===== src/rtl/ee201_numlock_ctrl_if.sv =====
// ee201_numlock_ctrl_if: button, lock-status and lock-control signals of the number-lock supervisor
// Ports (master = supervisor side):
//   U_in, Z_in              debounced button levels in
//   q_I, q_Opening, q_Bad   lock one-hot status in
//   U, Z                    gated button levels out to the lock
//   Timerout                one-cycle pulse that ends Opening
//   lock_clr                one-cycle pulse that forces the lock back to I
//   Lockout                 high for the whole lockout window
//   fail_cnt                failed-attempt count
interface ee201_numlock_ctrl_if #(
    parameter int FAIL_W = 2
);
    logic              U_in;
    logic              Z_in;
    logic              q_I;
    logic              q_Opening;
    logic              q_Bad;
    logic              U;
    logic              Z;
    logic              Timerout;
    logic              lock_clr;
    logic              Lockout;
    logic [FAIL_W-1:0] fail_cnt;
    modport master (
        input  U_in, Z_in, q_I, q_Opening, q_Bad,
        output U, Z, Timerout, lock_clr, Lockout, fail_cnt
    );
    modport slave (
        output U_in, Z_in, q_I, q_Opening, q_Bad,
        input  U, Z, Timerout, lock_clr, Lockout, fail_cnt
    );
endinterface


===== src/rtl/ee201_numlock_ctrl.sv =====
// ee201_numlock_ctrl: gates buttons into the ee201 lock, times Opening, counts failures, enforces lockout, clears stalled entries
// Ports:
//   Clk    system clock, rising edge
//   reset  asynchronous active-low reset
//   bus    ee201_numlock_ctrl_if.master (buttons and lock status in; U, Z, Timerout, lock_clr, Lockout, fail_cnt out)
// Optional: define NUMLOCK_BACKOFF_EN to double the lockout length on each successive lockout (up to 8x);
// an Opening clears the backoff level.
module ee201_numlock_ctrl #(
    parameter int OPEN_CYCLES    = 5,
    parameter int IDLE_TO        = 1000,
    parameter int MAX_FAILS      = 3,
    parameter int LOCKOUT_CYCLES = 2000,
    parameter int CNT_W          = 16,
    parameter int FAIL_W         = 2
) (
    input logic Clk,
    input logic reset,
    ee201_numlock_ctrl_if.master bus
);
    typedef enum logic [1:0] {S_ARM, S_CONFLICT, S_OPEN, S_LOCKOUT} state_t;
    state_t            state;
    logic [CNT_W-1:0]  cnt;
    logic              q_Opening_d;
    logic              q_Bad_d;
    logic              open_rise;
    logic              bad_rise;
    logic [FAIL_W-1:0] fail_inc;
    logic              fail_trip;
    logic [CNT_W-1:0]  lock_last;
    assign open_rise = bus.q_Opening & ~q_Opening_d;
    assign bad_rise  = bus.q_Bad & ~q_Bad_d;
    assign fail_inc  = &bus.fail_cnt ? bus.fail_cnt : bus.fail_cnt + FAIL_W'(1);
    assign fail_trip = fail_inc >= FAIL_W'(MAX_FAILS);
`ifdef NUMLOCK_BACKOFF_EN
    logic [1:0] lockout_level;
    assign lock_last = (CNT_W'(LOCKOUT_CYCLES) << lockout_level) - CNT_W'(1);
`else
    assign lock_last = CNT_W'(LOCKOUT_CYCLES - 1);
`endif
    always_ff @(posedge Clk or negedge reset) begin
        if (!reset) begin
            state        <= S_ARM;
            cnt          <= '0;
            q_Opening_d  <= 1'b0;
            q_Bad_d      <= 1'b0;
            bus.U        <= 1'b0;
            bus.Z        <= 1'b0;
            bus.Timerout <= 1'b0;
            bus.lock_clr <= 1'b0;
            bus.Lockout  <= 1'b0;
            bus.fail_cnt <= '0;
`ifdef NUMLOCK_BACKOFF_EN
            lockout_level <= 2'd0;
`endif
        end else begin
            q_Opening_d  <= bus.q_Opening;
            q_Bad_d      <= bus.q_Bad;
            bus.Timerout <= 1'b0;
            bus.lock_clr <= 1'b0;
            // A successful open outranks everything except an active lockout.
            if (state != S_LOCKOUT && open_rise) begin
                state        <= S_OPEN;
                cnt          <= '0;
                bus.fail_cnt <= '0;
                bus.U        <= 1'b0;
                bus.Z        <= 1'b0;
`ifdef NUMLOCK_BACKOFF_EN
                lockout_level <= 2'd0;
`endif
            end else if ((state == S_ARM || state == S_CONFLICT) && bad_rise && fail_trip) begin
                state        <= S_LOCKOUT;
                cnt          <= '0;
                bus.fail_cnt <= fail_inc;
                bus.Lockout  <= 1'b1;
                bus.U        <= 1'b0;
                bus.Z        <= 1'b0;
            end else begin
                case (state)
                    S_ARM: begin
                        bus.U <= bus.U_in & ~bus.Z_in;
                        bus.Z <= bus.Z_in & ~bus.U_in;
                        if (bad_rise) bus.fail_cnt <= fail_inc;
                        if (bus.U_in & bus.Z_in) state <= S_CONFLICT;
                        // Inactivity: any button, a failure or the lock sitting in I restarts the count.
                        if (bus.q_I | bus.U_in | bus.Z_in | bad_rise) begin
                            cnt <= '0;
                        end else if (cnt == CNT_W'(IDLE_TO - 1)) begin
                            bus.lock_clr <= 1'b1;
                            cnt          <= '0;
                        end else begin
                            cnt <= cnt + CNT_W'(1);
                        end
                    end
                    S_CONFLICT: begin
                        bus.U <= 1'b0;
                        bus.Z <= 1'b0;
                        cnt   <= '0;
                        if (bad_rise) bus.fail_cnt <= fail_inc;
                        if (!bus.U_in && !bus.Z_in) state <= S_ARM;
                    end
                    S_OPEN: begin
                        bus.U <= 1'b0;
                        bus.Z <= 1'b0;
                        cnt   <= cnt + CNT_W'(1);
                        if (!bus.q_Opening) begin
                            state <= S_ARM;
                            cnt   <= '0;
                        end else if (cnt == CNT_W'(OPEN_CYCLES - 1)) begin
                            bus.Timerout <= 1'b1;
                            state        <= S_ARM;
                            cnt          <= '0;
                        end
                    end
                    S_LOCKOUT: begin
                        bus.U <= 1'b0;
                        bus.Z <= 1'b0;
                        cnt   <= cnt + CNT_W'(1);
                        if (cnt == lock_last) begin
                            // A button still held at exit must be released before it reaches the lock.
                            state        <= (bus.U_in | bus.Z_in) ? S_CONFLICT : S_ARM;
                            cnt          <= '0;
                            bus.fail_cnt <= '0;
                            bus.lock_clr <= 1'b1;
                            bus.Lockout  <= 1'b0;
`ifdef NUMLOCK_BACKOFF_EN
                            lockout_level <= lockout_level + {1'b0, ~&lockout_level};
`endif
                        end
                    end
                    default: state <= S_ARM;
                endcase
            end
        end
    end
endmodule


===== src/flat_wrapper.sv =====
// flat-port wrapper written by rule: the top's interface ports become plain ports
module ee201_numlock_ctrl_flat 
#(
    parameter int OPEN_CYCLES    = 5,
    parameter int IDLE_TO        = 1000,
    parameter int MAX_FAILS      = 3,
    parameter int LOCKOUT_CYCLES = 2000,
    parameter int CNT_W          = 16,
    parameter int FAIL_W         = 2
)
  (Clk, reset, bus_U_in, bus_Z_in, bus_q_I, bus_q_Opening, bus_q_Bad, bus_U, bus_Z, bus_Timerout, bus_lock_clr, bus_Lockout, bus_fail_cnt);
  ee201_numlock_ctrl_if #(.FAIL_W(FAIL_W)) bus_i ();
  input logic Clk;
  input logic reset;
  input wire logic [$bits(bus_i.U_in)-1:0] bus_U_in;
  input wire logic [$bits(bus_i.Z_in)-1:0] bus_Z_in;
  input wire logic [$bits(bus_i.q_I)-1:0] bus_q_I;
  input wire logic [$bits(bus_i.q_Opening)-1:0] bus_q_Opening;
  input wire logic [$bits(bus_i.q_Bad)-1:0] bus_q_Bad;
  output wire logic [$bits(bus_i.U)-1:0] bus_U;
  output wire logic [$bits(bus_i.Z)-1:0] bus_Z;
  output wire logic [$bits(bus_i.Timerout)-1:0] bus_Timerout;
  output wire logic [$bits(bus_i.lock_clr)-1:0] bus_lock_clr;
  output wire logic [$bits(bus_i.Lockout)-1:0] bus_Lockout;
  output wire logic [$bits(bus_i.fail_cnt)-1:0] bus_fail_cnt;
  assign bus_i.U_in = bus_U_in;
  assign bus_i.Z_in = bus_Z_in;
  assign bus_i.q_I = bus_q_I;
  assign bus_i.q_Opening = bus_q_Opening;
  assign bus_i.q_Bad = bus_q_Bad;
  assign bus_U = bus_i.U;
  assign bus_Z = bus_i.Z;
  assign bus_Timerout = bus_i.Timerout;
  assign bus_lock_clr = bus_i.lock_clr;
  assign bus_Lockout = bus_i.Lockout;
  assign bus_fail_cnt = bus_i.fail_cnt;
  ee201_numlock_ctrl #(.OPEN_CYCLES(OPEN_CYCLES), .IDLE_TO(IDLE_TO), .MAX_FAILS(MAX_FAILS), .LOCKOUT_CYCLES(LOCKOUT_CYCLES), .CNT_W(CNT_W), .FAIL_W(FAIL_W)) u_core (.Clk(Clk), .reset(reset), .bus(bus_i));
endmodule

===== config.mk =====
export PLATFORM = sky130hd
export DESIGN_NAME = ee201_numlock_ctrl_flat
export DESIGN_NICKNAME = d
export VERILOG_FILES = /design/src/rtl/ee201_numlock_ctrl_if.sv /design/src/rtl/ee201_numlock_ctrl.sv /design/src/flat_wrapper.sv
export SDC_FILE = /design/constraint.sdc
export NUM_CORES = 1
export LEC_CHECK = 0
export ABC_AREA = 1
export CAP_MARGIN = 20
export CORE_MARGIN = 5
export CORE_UTILIZATION = 56
export CTS_CLUSTER_SIZE = 25
export DETAILED_ROUTE_END_ITERATION = 10
export GPL_TIMING_DRIVEN = 0
export PLACE_DENSITY = 0.77
export SYNTH_ARGS = -nofsm -noshare
export SYNTH_HDL_FRONTEND = slang
export SYNTH_SLANG_ARGS = --single-unit

===== constraint.sdc =====
create_clock -name Clk -period 2 [get_ports Clk]
set_input_delay 0.4 -clock Clk [delete_from_list [all_inputs] [get_ports Clk]]
set_output_delay 0.4 -clock Clk [all_outputs]
set_load 0.01 [all_outputs]

==> flow_summary.toml <==
[drt]
vias = 1348
antenna_left = 0
wl_per_cell_um = 13.0
drcViolationCount = 0
via_per_inst = 5.41
drt_iter0_drc = 89
first_pass_iters = 4
drt_wl_total_um = 3240

[cells_and_area]
nets = 233
layout-drive-gt1-share = 0.110
diodes = 0
fillers = 235
area_growth_pct = 17.4

[run_status]
outcome = "finished clean"

[flow_run]
maxCapViolations = 0

[worst_setup_path]
worstSetupEndpointType = "flip-flop"
rr_worst_depth = 9
critPathLaunchType = "flip-flop"
critPathArrivalTime_ns = 2.12
rr_endpoint = "u_core.bus.fail_cnt[1]$_DFFE_PN0P_"
setup.worst_path.class = "reg -> reg"
ff2ff_setup_slack_ns = 0.11
cp_max_fo = 8
cp.required_ns = 2.22
r2r_start = "u_core.state[0]$_DFFE_PN0P_"

[cts]
cts-root-buf = "clkbuf_4"
cts_sinks = 27
cts_max_level = 1
cts_tree = "done"
clk_pin_slew_ns = 0.14
numCtsBuffers = 3
cts_buffer_depth = 2
hold_buffers = 0
insertion_delay_ns = 0.32

[timing]
hold_violations = 0
whs_ns = 0.423
final.setup_skew_ns = 0.00535
fin_setup_tns_ns = 0
max_freq_mhz = 529
rsz0062_at_grt = "no"
setup_violations = 0
period_share = 0.945
fin_crit_ns = 1.89
max_slew_margin = 0.618
tightest_slew_ns = 0.572
slew_violations = 0

[synth]
ys_seq_area_frac = 0.434
yosysTopAreaCell = "dfrtp_1"
yosysUniqueCellTypes = 24
yosysWarnings = 0
synth_nets = 209
avgSynthCellArea_um2 = 7.98
yosys-top-cells-area = "dfrtp_1, nand2_1, nor2_1, inv_1, ha_1"
synth_top_area_frac = 0.434
ys_ff_latch = 27
synth_area_um2 = 1560
syn-instance-count = 195

[global_route]
grt_max_degree = 18
grt_pass1_vias = 1259
grt_pass1_wl_um = 5470
antenna_found_initial = 0
overflow = 0
grtUsageTotal = 0.167

[floorplan]
die_x_um = 62.7
core.rowCount = 19
dieHeight_um = 62.7
io_pins = 14
core_area_um2 = 2710
dieArea_um2 = 3930
initial_core_util = 0.574

[placement]
gp_congestion = 0.870
port_buffers = 13
dpl.hpwl_um = 2450

[pwr]
power_density_nw_per_um2 = 898
leakagePower_uw = 0.000876
ir_drop_mv = 1.04

[worst_hold_path]
hp-class = "in -> async"
stage by stage:
step | cells | setup slack (ns) | area (um2) | total power [uW] | utilization
floorplan | 195 | 0.400 | 1560 | 1120 | -
global placement | 239 | 0.116 | 1720 | 1280 | 0.636
detailed placement | 240 | 0.0322 | 1750 | 1320 | 0.646
CTS | 244 | 0.0715 | 1780 | 1560 | 0.656
global route | 249 | 0.00777 | 1830 | 1770 | 0.674
finish | 249 | 0.110 | 1830 | 1640 | 0.674
power breakdown:
group / switching (uW) / internal, uW
clock: 157 / 78.1
sequential: 59.9 / 608
combinational: 432 / 304
cells in the final DEF (no fill, tap or decap):
cell / synthesis / final
inv_2: 1 / 1
nand3_1: 12 / 10
nand2_2: 1 / 1
buf_16: 0 / 1
nor2_4: 1 / 1
nor2_1: 35 / 35
clkbuf_4: 0 / 3
xnor2_1: 3 / 3
nor3_1: 4 / 4
and2_1: 1 / 1
dfrtp_1: 27 / 27
nand3b_1: 3 / 3
buf_8: 1 / 1
o21ai_0: 7 / 7
clkbuf_1: 0 / 1
nor3_4: 1 / 1
nand4_1: 3 / 3
buf_4: 0 / 5
a21oi_1: 4 / 4
clkbuf_2: 1 / 1
nor2_2: 4 / 4
nor3_2: 2 / 2
xor2_1: 10 / 10
nand2_1: 39 / 39
nand3_2: 0 / 2
nand2_4: 1 / 1
ha_1: 7 / 7
inv_1: 26 / 26
nor4_1: 1 / 1
clkdlybuf4s50_1: 0 / 13
cell usage after synthesis (all sizes together):
| master | count |
|---|---|
| and2 | 1 |
| nor2 | 40 |
| nor4 | 1 |
| clkbuf | 1 |
| xnor2 | 3 |
| nand2 | 41 |
| nand3 | 12 |
| nand3b | 3 |
| xor2 | 10 |
| buf | 1 |
| dfrtp | 27 |
| ha | 7 |
| inv | 27 |
| o21ai | 7 |
| nand4 | 3 |
| nor3 | 7 |
| a21oi | 4 |
final cells by class:
cell class              count  area [um2]  area share
clock buffers               4        26.3      0.0144
flip-flops and latches     27         676       0.370
plain buffers               2        20.0      0.0110
repair buffers             19         195       0.107
inverters                  27         101      0.0555
well taps                  31        38.8      0.0212
multi-input cells         139         768       0.421
sequential cells by signal, summed over array words and instances (netlist names):
register	cells
u_core.bus.U	1
u_core.q_Bad_d	1
u_core.bus.Lockout	1
u_core.cnt	16
u_core.bus.fail_cnt	2
u_core.state	2
u_core.q_Opening_d	1
u_core.bus.lock_clr	1
u_core.bus.Z	1
u_core.bus.Timerout	1
logic make-up after synthesis:
| logic type | share of synthesized area |
|---|---|
| and+or+nand+nor | 0.323 |
| xor gates and xnor gates | 0.0732 |
| DFF | 0.434 |
| adders and majority gates | 0.0563 |
| AOI/OAI and AO/OA | 0.0354 |
| buffers and inverters | 0.0780 |
per-layer routing:
layer / GRT usage / vias to the layer above / routed length (um)
li1: - / 654 / -
met1: 0.210 / 630 / 1310
met2: 0.288 / 56 / 1680
met3: 0.0432 / 8 / 177
met4: 0.0371 / 0 / 76
met5: 0 / - / 0
what timing repair did:
item                                    CTS  global route
gates resized for setup                   0             2
setup buffers                             0             5
endpoints found under the setup margin    0            14
worst max-delay path: stages (launching register included):
cell and delay (ns):
dfrtp_1 0.44, buf_4 0.15, ha_1 0.18, clkbuf_2 0.18, nor3_4 0.31, inv_1 0.11, nand3_1 0.12, nand3_2 0.13
nand2_1 0.09, o21ai_0 0.08
worst max path at each step:
stage                                startpoint                                  to  cells past startpoint
floorplan           u_core.state[0]$_DFFE_PN0P_  u_core.bus.fail_cnt[0]$_DFFE_PN0P_                     10
global placement                      bus_q_Bad  u_core.bus.fail_cnt[1]$_DFFE_PN0P_                     10
detailed placement                    bus_q_Bad  u_core.bus.fail_cnt[1]$_DFFE_PN0P_                     10
CTS                 u_core.state[0]$_DFFE_PN0P_  u_core.bus.fail_cnt[1]$_DFFE_PN0P_                     11
global route        u_core.state[0]$_DFFE_PN0P_  u_core.bus.fail_cnt[1]$_DFFE_PN0P_                     11
finish              u_core.state[0]$_DFFE_PN0P_  u_core.bus.fail_cnt[1]$_DFFE_PN0P_                      9
Note: power is estimated with default switching activity, not from simulation.
